$ cat src/rtl/ssd_scan_decoder_if.sv
// Scanned seven-segment bus plus the decoded frame it yields.
// The master side drives the display lines. The slave side is the decoder.
interface ssd_scan_decoder_if;
  logic [6:0] ssd_in;
  logic [3:0] ssd_ctl;
  logic [3:0] digit0;
  logic [3:0] digit1;
  logic [3:0] digit2;
  logic [3:0] digit3;
  logic [3:0] blank;
  logic       frame_valid;
  logic       frame_err;

  modport master (
    output ssd_in, ssd_ctl,
    input  digit0, digit1, digit2, digit3, blank, frame_valid, frame_err
  );

  modport slave (
    input  ssd_in, ssd_ctl,
    output digit0, digit1, digit2, digit3, blank, frame_valid, frame_err
  );
endinterface

$ cat src/rtl/ssd_scan_decoder.sv
// Samples a 4-digit scanned seven-segment bus and decodes it to BCD.
// The frame outputs update all together once every position has been captured.
module ssd_scan_decoder #(
  parameter int unsigned STABLE_CYCLES = 4
) (
  input  logic clk,
  input  logic rst_n,
  ssd_scan_decoder_if.slave bus
);

  localparam logic [7:0] CNT_MAX = 8'(STABLE_CYCLES - 1);

  logic [10:0] cur, prev_q, prev_d;
  logic [7:0]  cnt_q, cnt_d;
  logic        armed_q, armed_d;
  logic [3:0]  mask_q, mask_d;
  logic [3:0]  sh_dig_q [4];
  logic [3:0]  sh_dig_d [4];
  logic [3:0]  sh_blank_q, sh_blank_d;
  logic [3:0]  sh_ill_q, sh_ill_d;
  logic [3:0]  out_dig_q [4];
  logic [3:0]  out_dig_d [4];
  logic [3:0]  out_blank_q, out_blank_d;
  logic        out_err_q, out_err_d;
  logic        fv_q, fv_d;

  logic [3:0]  dec_val;
  logic        dec_blank, dec_ill;
  logic        ctl_valid;
  logic [1:0]  pos;
  logic        capture;

  assign cur = {bus.ssd_in, bus.ssd_ctl};

  always_comb begin
    dec_val   = 4'hE;
    dec_blank = 1'b0;
    dec_ill   = 1'b0;
    case (bus.ssd_in)
      7'b0000001: dec_val = 4'd0;
      7'b1001111: dec_val = 4'd1;
      7'b0010010: dec_val = 4'd2;
      7'b0000110: dec_val = 4'd3;
      7'b1001100: dec_val = 4'd4;
      7'b0100100: dec_val = 4'd5;
      7'b0100000: dec_val = 4'd6;
      7'b0001111: dec_val = 4'd7;
      7'b0000000: dec_val = 4'd8;
      7'b0000100: dec_val = 4'd9;
      7'b1111111: begin
        dec_val   = 4'hF;
        dec_blank = 1'b1;
      end
      default:    dec_ill = 1'b1;
    endcase
  end

  always_comb begin
    ctl_valid = 1'b1;
    pos       = 2'd0;
    case (bus.ssd_ctl)
      4'b1110: pos = 2'd0;
      4'b1101: pos = 2'd1;
      4'b1011: pos = 2'd2;
      4'b0111: pos = 2'd3;
      default: ctl_valid = 1'b0;
    endcase
  end

  always_comb begin
    prev_d      = prev_q;
    cnt_d       = cnt_q;
    armed_d     = armed_q;
    mask_d      = mask_q;
    sh_dig_d    = sh_dig_q;
    sh_blank_d  = sh_blank_q;
    sh_ill_d    = sh_ill_q;
    out_dig_d   = out_dig_q;
    out_blank_d = out_blank_q;
    out_err_d   = out_err_q;
    fv_d        = 1'b0;
    capture     = 1'b0;

    if (cur != prev_q) begin
      prev_d  = cur;
      cnt_d   = '0;
      armed_d = 1'b1;
    end else if (cnt_q != CNT_MAX) begin
      cnt_d   = cnt_q + 8'd1;
      capture = armed_q && ctl_valid && (cnt_d == CNT_MAX);
    end

    // The frame is loaded from the shadow values with this capture already
    // merged in, so the digit that completes the frame is not one edge stale.
    if (capture) begin
      armed_d         = 1'b0;
      sh_dig_d[pos]   = dec_val;
      sh_blank_d[pos] = dec_blank;
      sh_ill_d[pos]   = dec_ill;
      mask_d          = mask_q | (4'b0001 << pos);
      if (mask_d == '1) begin
        out_dig_d   = sh_dig_d;
        out_blank_d = sh_blank_d;
        out_err_d   = |sh_ill_d;
        fv_d        = 1'b1;
        mask_d      = '0;
      end
    end
  end

  always_ff @(posedge clk or negedge rst_n) begin
    if (!rst_n) begin
      prev_q      <= {7'h7F, 4'hF};
      cnt_q       <= '0;
      armed_q     <= 1'b1;
      mask_q      <= '0;
      sh_blank_q  <= '1;
      sh_ill_q    <= '0;
      out_blank_q <= '1;
      out_err_q   <= 1'b0;
      fv_q        <= 1'b0;
      for (int unsigned i = 0; i < 4; i++) begin
        sh_dig_q[i]  <= 4'hF;
        out_dig_q[i] <= 4'hF;
      end
    end else begin
      prev_q      <= prev_d;
      cnt_q       <= cnt_d;
      armed_q     <= armed_d;
      mask_q      <= mask_d;
      sh_dig_q    <= sh_dig_d;
      sh_blank_q  <= sh_blank_d;
      sh_ill_q    <= sh_ill_d;
      out_dig_q   <= out_dig_d;
      out_blank_q <= out_blank_d;
      out_err_q   <= out_err_d;
      fv_q        <= fv_d;
    end
  end

  assign bus.digit0      = out_dig_q[0];
  assign bus.digit1      = out_dig_q[1];
  assign bus.digit2      = out_dig_q[2];
  assign bus.digit3      = out_dig_q[3];
  assign bus.blank       = out_blank_q;
  assign bus.frame_err   = out_err_q;
  assign bus.frame_valid = fv_q;

endmodule
$ cat src/flat_wrapper.sv
// flat-port wrapper written by rule: the top's interface ports become plain ports
module ssd_scan_decoder_flat 
#(
  parameter int unsigned STABLE_CYCLES = 4
)
  (clk, rst_n, bus_ssd_in, bus_ssd_ctl, bus_digit0, bus_digit1, bus_digit2, bus_digit3, bus_blank, bus_frame_valid, bus_frame_err);
  ssd_scan_decoder_if bus_i ();
  input  logic clk;
  input  logic rst_n;
  input wire logic [$bits(bus_i.ssd_in)-1:0] bus_ssd_in;
  input wire logic [$bits(bus_i.ssd_ctl)-1:0] bus_ssd_ctl;
  output wire logic [$bits(bus_i.digit0)-1:0] bus_digit0;
  output wire logic [$bits(bus_i.digit1)-1:0] bus_digit1;
  output wire logic [$bits(bus_i.digit2)-1:0] bus_digit2;
  output wire logic [$bits(bus_i.digit3)-1:0] bus_digit3;
  output wire logic [$bits(bus_i.blank)-1:0] bus_blank;
  output wire logic [$bits(bus_i.frame_valid)-1:0] bus_frame_valid;
  output wire logic [$bits(bus_i.frame_err)-1:0] bus_frame_err;
  assign bus_i.ssd_in = bus_ssd_in;
  assign bus_i.ssd_ctl = bus_ssd_ctl;
  assign bus_digit0 = bus_i.digit0;
  assign bus_digit1 = bus_i.digit1;
  assign bus_digit2 = bus_i.digit2;
  assign bus_digit3 = bus_i.digit3;
  assign bus_blank = bus_i.blank;
  assign bus_frame_valid = bus_i.frame_valid;
  assign bus_frame_err = bus_i.frame_err;
  ssd_scan_decoder #(.STABLE_CYCLES(STABLE_CYCLES)) u_core (.clk(clk), .rst_n(rst_n), .bus(bus_i));
endmodule
$ cat config.mk
export PLATFORM = sky130hd
export DESIGN_NAME = ssd_scan_decoder_flat
export DESIGN_NICKNAME = d
export VERILOG_FILES = /design/src/rtl/ssd_scan_decoder_if.sv /design/src/rtl/ssd_scan_decoder.sv /design/src/flat_wrapper.sv
export SDC_FILE = /design/constraint.sdc
export NUM_CORES = 1
export LEC_CHECK = 0
export CORE_MARGIN = 4
export CORE_UTILIZATION = 52
export DETAILED_ROUTE_END_ITERATION = 10
export GPL_TIMING_DRIVEN = 0
export PLACE_DENSITY = 0.87
export SLEW_MARGIN = 20
export SYNTH_ARGS = -nofsm -noshare
export SYNTH_HDL_FRONTEND = slang
export SYNTH_SLANG_ARGS = --single-unit
$ cat constraint.sdc
create_clock -name clk -period 2.35 [get_ports clk]
set_input_delay 0.3525 -clock clk [delete_from_list [all_inputs] [get_ports clk]]
set_output_delay 0.3525 -clock clk [all_outputs]
set_load 0.01 [all_outputs]
==> impl_metrics.py, run 1 <==
metrics = {
    "die": {
        "io_pins": 35,
        "fp-row-count": 30,
        "die_area_um2": 8468,
        "die_h_um": 92.02,
        "dieWidth_um": 92.02,
        "core_um2": 6832,
        "initial_core_util_pct": 53.74,
    },
    "clocking": {
        "clockBufferDepth": 2,
        "clk_latency_ps": 360,
        "cts_tree": "done",
        "htreeDepth": 3,
        "cts_root_buf": "clkbuf_8",
        "numCtsBuffers": 9,
        "path_clk_slew_ps": 80,
        "cts_sinks": 70,
    },
    "placed_design": {
        "io_buffers": 32,
        "place_area_um2": 4227,
        "place.detailed.hpwl_um": 5361,
        "dp_slack_ps": -1064,
        "routabilityCongestion": 0.8311,
    },
    "synth": {
        "ys.flop_type": "dfstp_2",
        "syn_avg_cell_area_um2": 11.30,
        "synth_cell_types": 53,
        "syn_nets": 340,
        "syn_inst": 325,
        "synth_warnings": 0,
        "synthArstFlopShare_pct": 100.0,
        "synth_seq_cells": 70,
        "synth-edff-count": 0,
        "syn_area_um2": 3671,
        "ys_seq_area_share_pct": 49.49,
    },
    "route": {
        "vias": 2945,
        "remaining_drc_errors": 0,
        "initialDrtViolationCount": 220,
        "firstDrtPassIters": 5,
        "vias_per_cell": 5.867,
        "avgRoutedWirePerCell_um": 19.94,
        "routed_wirelength_um": 10010,
        "ant_nets": 0,
    },
    "worst_setup_path": {
        "critPathMaxFanout": 10,
        "cp-end-kind": "flip-flop",
        "path_class": "input pin to flip-flop",
        "worstPathArrival_ps": 2900,
        "start_kind": "input pin",
        "cp_slowest_stage_delay_ps": 470,
        "worst_ep_required_time_ps": 2600,
        "path_cells": "clkdlybuf4s50_1, clkbuf_4, and4b_1, o21ai_0, a21oi_1, o2111ai_2, nor2_4, buf_12, buf_8, mux2_4",
        "cpMaxStageDelayCell": "clkdlybuf4s50_1",
    },
    "timing": {
        "period_minus_slack_ps": 2652,
        "fin_skew_ps": 17.26,
        "relSlewSlack_pct": 56.00,
        "setup_violations": 49,
        "tightest_slew_ps": 655.0,
        "setup_ws_ps": -302.3,
        "fmax_ghz": 0.3770,
        "post-route-period-util_pct": 112.9,
        "hold_viol": 0,
        "report.final.slew_viol_count": 0,
        "rsz0062_at_grt": "true",
    },
    "run": {
        "maxCapViolCount": 0,
    },
    "power": {
        "pwr-share-seq_pct": 51.7,
        "p_clk_share_pct": 39.6,
        "power_frac_comb_pct": 8.7,
        "p_per_area_nw_per_um2": 472.9,
        "swShare_pct": 27.37,
        "p_int_uw": 1726,
        "ir_worst_vdd_v": 0.0003382,
        "leakage_uw": 0.002063,
        "switchingPower_uw": 650.3,
    },
    "grt": {
        "grt_pass1_wl_um": 15150,
        "grt.total_usage_pct": 22.87,
        "antenna_found_initial": 0,
        "globalRouteOverflowTotal": 0,
        "grt_max_degree": 54,
        "grt_pass1_vias": 3058,
    },
    "cells_and_area": {
        "antenna_cells": 0,
        "nets": 416,
        "area_growth_pct": 36.88,
        "num-fill-cells": 419,
        "drive_above_1_share_pct": 48.52,
        "final_area_um2": 5025,
    },
    "worst_hold_path": {
        "hold_path_class": "input pin to flip-flop",
    },
    "run_status": {
        "status": "finished, violations left",
        "violations": "setup timing",
    },
}
sequential cells by signal (all words and copies together) (netlist names):
signal / flops
u_core.sh_blank_q: 4
u_core.bus.digit0: 4
u_core.armed_q: 1
u_core.bus.frame_err: 1
u_core.bus.digit1: 4
u_core.sh_ill_q: 4
u_core.bus.blank: 4
u_core.cnt_q: 8
u_core.sh_dig_q: 16
u_core.prev_q: 11
u_core.bus.frame_valid: 1
u_core.bus.digit2: 4
u_core.mask_q: 4
u_core.bus.digit3: 4
worst max-delay path: cells and delay by family:
kind            cells  cell delay, ps
buf+inv             4             960
simple gates        2             640
compound gates      3             630
mux                 1             300
synthesized netlist by cell type, drive strengths merged (2+ instances only):
| master | n | area (um2) |
|---|---|---|
| dfstp | 52 | 1366 |
| mux2 | 49 | 551.8 |
| nor2 | 34 | 135.1 |
| nand2 | 19 | 71.32 |
| dfrtp | 18 | 450.4 |
| clkbuf | 16 | 61.30 |
| xnor2 | 16 | 140.1 |
| o21ai | 13 | 65.06 |
| buf | 11 | 76.32 |
| nand3 | 10 | 50.05 |
| nor3 | 9 | 95.09 |
| a21oi | 8 | 40.04 |
| a31oi | 7 | 43.79 |
| xor2 | 7 | 61.31 |
| nand4 | 5 | 31.28 |
| inv | 4 | 15.01 |
| nand3b | 4 | 30.03 |
| o21ba | 4 | 40.04 |
| and3 | 3 | 18.77 |
| nand2b | 3 | 18.77 |
| or4 | 3 | 22.52 |
| a211oi | 2 | 27.53 |
| and4b | 2 | 20.02 |
| ha | 2 | 25.02 |
| nand4b | 2 | 17.52 |
| nor4 | 2 | 12.51 |
| o21a | 2 | 15.01 |
path summary, 6_finish.rpt:
check / startpoint / endpoint / slack [ps] / cells past startpoint
worst max-delay path: bus_ssd_ctl[2] / u_core.bus.frame_err / -300 / 10
worst min-delay path: bus_ssd_in[2] / u_core.prev_q[6] / 350 / 2
worst max register to register: u_core.cnt_q[0] / u_core.bus.frame_err / -260 / 12
worst min register to register: u_core.armed_q / u_core.armed_q / 510 / 2
max in group asynchronous: rst_n / u_core.sh_blank_q[1] / 1350 / 3
min in group asynchronous: rst_n / u_core.cnt_q[2] / 410 / 2
kinds of logic (layout without fill, tap and decap cells):
kind of cell / after synthesis / count (layout) / synth area share [%]
AOI/OAI and AO/OA: 47 / 47 / 9.407
xor gates and xnor gates: 23 / 23 / 5.487
adders and majority gates: 2 / 2 / 0.6816
buffers and inverters: 31 / 112 / 4.158
DFF: 70 / 70 / 49.49
muxes: 50 / 50 / 15.30
and+or+nand+nor: 102 / 102 / 15.47
metal layers:
layer | global-route usage (%) | part of all wire, %
met1 | 28.70 | 40
met2 | 36.86 | 51
met3 | 3.610 | 5.8
met4 | 14.36 | 3.1
met5 | 0 | 0
stage by stage:
stage	TNS [ps]	power [uW]	utilization [%]	hold slack (ps)	std cells
6_report	-9941	2376	73.55	347.9	502
3_3_place_gp	-85490	1414	61.50	455.5	453
3_5_place_dp	-43360	1427	61.87	244.3	454
4_1_cts	-8601	2351	69.56	330.8	489
2_1_floorplan	-2880	1352	-	56.91	325
5_1_grt	-12720	2439	73.55	375.1	502
power by group through the flow:
| stage | logic (uW) | registers, uW | clock network [uW] |
|---|---|---|---|
| 5_1_grt | 225 | 1230 | 984 |
| 3_3_place_gp | 165 | 1250 | 0 |
| 4_1_cts | 184 | 1230 | 938 |
| 6_report | 207 | 1230 | 940 |
| 3_5_place_dp | 177 | 1250 | 0 |
| 2_1_floorplan | 104 | 1250 | 0 |
cell usage in the layout, fill, tap and decap left out, types with 3 or more instances in the layout:
cell type        instances
inv_1                    3
xor2_1                   6
and3_1                   3
nand2_1                 15
o21ai_0                 13
clkbuf_8                10
nor2_1                  31
mux2_4                  41
a21oi_1                  8
nand3_1                 10
buf_6                   18
nand2b_1                 3
dfrtp_1                 16
xnor2_1                 15
dfstp_2                 52
buf_4                   17
mux2_2                   8
nand3b_1                 4
a31oi_1                  7
nand4_1                  5
clkinvlp_4               3
nand2_2                  3
nor3_4                   5
buf_12                   5
o21ba_2                  4
clkdlybuf4s50_1         28
clkbuf_1                13
nor3_1                   3
dlymetal6s2s_1           3
cell type report:
cell class,count,area [um2],area share [%]
well taps,96,120.1,2.390
flip-flops and latches,70,1819,36.21
clock buffers,10,137.6,2.739
plain buffers,25,176.4,3.511
repair buffers,67,725.7,14.44
multi-input cells,224,1983,39.47
inverters,4,17.52,0.3486
clock inverters,6,45.04,0.8964
repair_timing:
item,CTS,global route
gates resized for setup,41,47
pin swaps,11,10
setup endpoints to repair,49,49
cloned,1,0
hold buffers,1,0
buffers inserted,18,14
hold endpoints to repair,5,0
(Power assumes the default switching activity.)
==> run 2: changes to the inputs <==
--- a/config.mk
+++ b/config.mk
@@ -5,7 +5,7 @@
 export SDC_FILE = /design/constraint.sdc
 export NUM_CORES = 1
 export LEC_CHECK = 0
-export CORE_MARGIN = 4
+export CORE_MARGIN = 5
 export CORE_UTILIZATION = 52
 export DETAILED_ROUTE_END_ITERATION = 10
 export GPL_TIMING_DRIVEN = 0
==> run 2 against run 1 <==
The flow still finishes with violations (setup timing). Non-clock buffer count decreased by 6. Flip-flop and latch count stayed put. Critical path depth stayed put. Global-route usage grew 0.13 points. Sequential share of layout area up 0.86 points. Fmax grew 1.5%. Setup slack better by 39 ps. First-iteration DRC count shrank 3.2%. Final area fell by 2.3%.
==> impl_metrics.py, run 2 (synthesis gave the netlist of run 1 again) <==
metrics = {
    "worst_setup_path": {
        "critPathMaxFanout": 10,
        "cp-end-kind": "flip-flop",
        "path_class": "input pin to flip-flop",
        "worst_ep_required_time_ps": 2640,
        "start_kind": "input pin",
        "worstPathArrival_ps": 2900,
    },
    "cells_and_area": {
        "drive_above_1_share_pct": 47.25,
        "area_growth_pct": 33.71,
        "nets": 410,
        "regMostFlops": "u_core.sh_dig_q",
        "final_common_cell": "dfstp_2",
        "final_core_util_pct": 71.85,
        "num-fill-cells": 445,
        "largest_register_ffs": 16,
        "largestRegisters": "u_core.sh_dig_q (16), u_core.prev_q (11), u_core.cnt_q (8)",
        "final_cell_mix": "dfstp_2, mux2_4, nor2_1, clkdlybuf4s50_1, buf_4",
        "antenna_cells": 0,
    },
    "timing": {
        "hold_viol": 0,
        "fmax_ghz": 0.3827,
        "report.final.slew_viol_count": 0,
        "rsz0062_at_grt": "true",
        "period_minus_slack_ps": 2613,
        "relSlewSlack_pct": 56.16,
        "tightest_slew_ps": 657.7,
        "setup_ws_ps": -262.9,
        "hold_ws_ps": 344.7,
        "setup_violations": 50,
        "post-route-period-util_pct": 111.2,
        "fin_skew_ps": 10.51,
    },
    "route": {
        "vias": 2844,
        "wl_met3_um": 485,
        "met2_length_um": 4832,
        "ant_nets": 0,
        "remaining_drc_errors": 0,
        "wl_met1_um": 3996,
        "routed_wirelength_um": 9587,
        "avgRoutedWirePerCell_um": 19.33,
        "initialDrtViolationCount": 213,
        "vias_per_cell": 5.734,
        "top_layer": "met4",
        "firstDrtPassIters": 5,
    },
    "die": {
        "initial_core_util_pct": 53.74,
        "fp-row-count": 30,
        "die_h_um": 94.02,
        "dieWidth_um": 94.02,
        "core_um2": 6832,
        "die_area_um2": 8840,
        "io_pins": 35,
    },
    "grt": {
        "globalRouteOverflowTotal": 0,
        "grt_max_degree": 37,
        "antenna_found_initial": 0,
        "grt.total_usage_pct": 22.99,
        "grt_pass1_wl_um": 15320,
        "grt_pass1_vias": 2988,
    },
    "clocking": {
        "numCtsBuffers": 9,
        "cts_sinks": 70,
        "clk_latency_ps": 360,
        "cts_root_buf": "clkbuf_8",
        "path_clk_slew_ps": 80,
        "clockBufferDepth": 2,
        "htreeDepth": 3,
        "cts_tree": "done",
    },
    "power": {
        "p_per_area_nw_per_um2": 514.4,
        "total_power_uw": 2525,
        "leakage_uw": 0.001999,
        "ir_worst_vdd_v": 0.0003260,
    },
    "placed_design": {
        "place.detailed.hpwl_um": 5614,
        "io_buffers": 32,
        "routabilityCongestion": 0.8315,
    },
    "run": {
        "maxCapViolCount": 0,
    },
    "run_status": {
        "status": "finished, violations left",
        "violations": "setup timing",
    },
    "worst_hold_path": {
        "hold_path_class": "input pin to flip-flop",
    },
}
-- run 2: cell types whose count changed in the layout (fill, tap and decap cells not counted), sizes merged --
cell,previous run,this run
clkdlybuf4s50,28,31
clkinvlp,3,1
buf,45,39
dlymetal6s2s,3,0
bufinv,0,2
-- run 2: metal layers --
metal	GRT usage [%]	vias up
met4	9.507	0
li1	-	1291
met2	38.08	99
met1	28.36	1426
met3	6.090	28
met5	0	-
-- run 2: area by class of cell --
type	instances	area, um2	share of cell area [%]
Multi-Input combinational cell	224	1977	40.28
Clock buffer	10	127.6	2.600
Buffer	25	131.4	2.677
Clock inverter	6	93.84	1.912
Inverter	4	17.52	0.3569
Timing Repair Buffer	61	621.8	12.67
Sequential cell	70	1819	37.06
Tap cell	96	120.1	2.447
-- run 2: worst max-delay path: stages --
cell and delay (ps):
clkdlybuf4s50_1 540, buf_2 230, xnor2_1 150, nand4_1 180, nor3_4 360, o2111ai_2 250, nor2_4 210, buf_12 150
buf_8 130, mux2_2 330
-- run 2: per-stage QoR --
step / cell area (um2) / cells / setup TNS [ps] / setup WS [ps]
after floorplan: 3761 / 325 / -2880 / -129.9
after global placement: 4202 / 453 / -86900 / -1235
after detailed placement: 4219 / 454 / -42280 / -1044
after CTS: 4866 / 494 / -3908 / -139.3
after global routing: 4908 / 496 / -13300 / -366.7
final: 4908 / 496 / -8883 / -262.9
-- run 2: what timing repair did --
action,in CTS,in global routing
buffers inserted,23,3
endpoints found under the setup margin,49,50
cloned,2,0
hold buffers,1,0
pin swaps,13,6
resized for setup,48,10
endpoints found under the hold margin,11,0
-- run 2: report_power, final --
group	leakage, uW	internal (uW)	switching, uW
clock network	0.000107	607	498
registers	0.000787	1220	4.43
logic	0.00111	72.5	118
-- run 2: worst paths after layout --
path | cells past startpoint | start | slack, ps | endpoint
min in group asynchronous | 2 | rst_n | 490 | u_core.cnt_q[4]
hold / removal | 2 | bus_ssd_in[2] | 340 | u_core.prev_q[6]
hold reg to reg | 1 | u_core.sh_ill_q[0] | 520 | u_core.sh_ill_q[0]
max in group asynchronous | 3 | rst_n | 1270 | u_core.sh_dig_q[12]
setup reg to reg | 9 | u_core.cnt_q[0] | -240 | u_core.bus.digit0[0]
setup / recovery | 10 | bus_ssd_ctl[3] | -260 | u_core.bus.digit0[0]
==> run 3: changes to the inputs <==
--- a/config.mk
+++ b/config.mk
@@ -14,3 +14,4 @@
 export SYNTH_ARGS = -nofsm -noshare
 export SYNTH_HDL_FRONTEND = slang
 export SYNTH_SLANG_ARGS = --single-unit
+export TNS_END_PERCENT = 1
==> run 3 against run 2 <==
The run still ends with setup timing left. Global-route usage shrank 2.7 points. Worst hold slack improved by 11 ps. Critical path depth unchanged. Non-clock buffer count shrank 9. Register-to-register slack improved by 30 ps. Wire length shrank 13%.
==> impl_metrics.py, run 3 (synthesis gave the netlist of run 1 again) <==
metrics = {
    "run_status": {
        "status": "finished, violations left",
        "violations": "setup timing",
    },
    "worst_hold_path": {
        "hold_path_class": "input pin to flip-flop",
        "min_from": "bus_ssd_in[2]",
    },
    "placed_design": {
        "routabilityCongestion": 0.8131,
        "io_buffers": 32,
        "dp_cells": 454,
        "place.detailed.hpwl_um": 5392,
        "place_area_um2": 4136,
    },
    "worst_setup_path": {
        "cp_slowest_stage_delay_ps": 550,
        "path_class": "input pin to flip-flop",
        "rr_startpoint": "u_core.cnt_q[0]",
        "worst_ep_required_time_ps": 2590,
        "cp_num_buf_inv": 4,
        "cpMaxStageDelayCell": "clkdlybuf4s50_1",
        "worstPathArrival_ps": 2830,
        "crit_path_frequent_cell": "nor3_4",
        "startpoint": "bus_ssd_ctl[3]",
        "start_kind": "input pin",
        "path_cells": "clkdlybuf4s50_1, clkbuf_4, xnor2_1, nand4_1, nor3_4, buf_4, nand2_4, nor3_4, buf_12, mux2_2",
        "critPathMaxFanout": 10,
        "cp-end-kind": "flip-flop",
        "critPathTopFamily": "buffers and inverters",
    },
    "route": {
        "initialDrtViolationCount": 158,
        "ant_nets": 0,
        "routed_wirelength_um": 8333,
        "vias": 2733,
        "vias_per_cell": 5.612,
        "firstDrtPassIters": 4,
        "remaining_drc_errors": 0,
        "avgRoutedWirePerCell_um": 17.11,
    },
    "cells_and_area": {
        "regMostFlops": "u_core.sh_dig_q",
        "fin_cells": 487,
        "drive_above_1_share_pct": 44.50,
        "final_common_cell": "dfstp_2",
        "largestRegisters": "u_core.sh_dig_q (16), u_core.prev_q (11), u_core.cnt_q (8)",
        "nets": 401,
        "area_growth_pct": 24.44,
        "final_cell_mix": "dfstp_2, mux2_2, nor2_1",
        "final_area_um2": 4568,
        "antenna_cells": 0,
        "largest_register_ffs": 16,
    },
    "die": {
        "io_pins": 35,
        "initial_core_util_pct": 53.74,
        "die_area_um2": 8840,
        "fp-row-count": 30,
        "die_h_um": 94.02,
        "core_um2": 6832,
        "dieWidth_um": 94.02,
    },
    "grt": {
        "grt_use_met2_pct": 33.47,
        "busiest_layer": "met2",
        "antenna_found_initial": 0,
        "met3_usage_pct": 4.647,
        "grt_pass1_wl_um": 13800,
        "grtUsageMet1_pct": 25.31,
        "grt.total_usage_pct": 20.33,
        "grt_pass1_vias": 2852,
        "grt_max_degree": 50,
        "globalRouteOverflowTotal": 0,
    },
    "timing": {
        "relSlewSlack_pct": 56.92,
        "rsz0062_at_grt": "true",
        "period_minus_slack_ps": 2596,
        "report.final.slew_viol_count": 0,
        "setup_ws_ps": -246.4,
        "hold_viol": 0,
        "fmax_ghz": 0.3851,
        "tightest_slew_ps": 645.1,
        "setup_violations": 49,
        "fin_skew_ps": 6.895,
        "post-route-period-util_pct": 110.5,
    },
    "run": {
        "maxCapViolCount": 0,
    },
    "clocking": {
        "numCtsBuffers": 9,
        "clockBufferDepth": 2,
        "cts_tree": "done",
        "htreeDepth": 3,
        "cts_sinks": 70,
        "clk_latency_ps": 350,
        "path_clk_slew_ps": 80,
        "cts_root_buf": "clkbuf_8",
    },
    "power": {
        "ir_worst_vdd_v": 0.0004403,
        "p_per_area_nw_per_um2": 515.8,
        "leakage_uw": 0.001879,
    },
}
[run 3: cell types whose count changed in the layout (fill, tap and decap cells not counted), sizes merged]
cell    before  now
clkbuf      25   28
inv          6    4
buf         39   29
clkinv       1    3
bufinv       2    0
[run 3: through the flow]
| stage | TNS (ps) | total power [uW] | setup slack [ps] | utilization (%) | hold slack, ps |
|---|---|---|---|---|---|
| floorplan | -3154 | 1351 | -145.8 | - | 56.91 |
| global placement | -89300 | 1413 | -1225 | 60.18 | 455.8 |
| detailed placement | -44880 | 1425 | -1066 | 60.55 | 268.8 |
| CTS | -6215 | 2368 | -203.2 | 66.04 | 336.1 |
| global route | -12650 | 2456 | -319.2 | 66.87 | 370.1 |
| finish | -8192 | 2356 | -246.4 | 66.87 | 355.5 |
[run 3: power breakdown]
group | switching, uW | total (uW) | leakage [uW] | internal, uW
combinational | 111 | 182 | 0.000992 | 71.2
sequential | 4.32 | 1230 | 0.000788 | 1230
clock | 473 | 944 | 0.0000986 | 471
[run 3: worst reg2reg max path: stages, from the launching register on]
cell and delay, ps:
dfrtp_1 420, ha_4 200, xor2_1 140, nor2_1 120, a22oi_2 100, or4_1 530
buf_6 170, nor2_4 250, buf_6 180, mux2_2 330
[run 3: final cells by class]
| class | count | area [um2] |
|---|---|---|
| inverter | 4 | 15.01 |
| clock buffer | 12 | 165.2 |
| buffer | 26 | 137.6 |
| sequential | 70 | 1818 |
| fill | 526 | 2263 |
| timing repair buffer | 51 | 510.5 |
| clock inverter | 4 | 30.03 |
| multi-input combinational | 224 | 1772 |
| tap | 96 | 120.1 |
[run 3: path summary, 6_finish.rpt]
path | to | depth (start not counted) | slack, ps
setup / recovery | u_core.sh_ill_q[1] | 10 | -250
min in group asynchronous | u_core.cnt_q[5] | 2 | 430
hold reg to reg | u_core.armed_q | 2 | 490
max in group asynchronous | u_core.armed_q | 3 | 1330
hold / removal | u_core.prev_q[6] | 2 | 360
setup reg to reg | u_core.bus.frame_err | 9 | -210
[run 3: repair_timing]
| item | CTS | global route |
|---|---|---|
| cloned | 1 | 0 |
| hold buffers | 1 | 0 |
| setup endpoints to repair | 52 | 49 |
| setup buffers | 16 | 0 |
| hold endpoints to repair | 5 | 0 |
| pin swaps | 7 | 1 |
| resized for setup | 11 | 13 |
[run 3: metal layers]
layer	wire length (um)	vias to the layer above
met1	3591	1352
met2	4131	88
li1	-	1278
met3	427	15
met5	0	-
met4	182	0
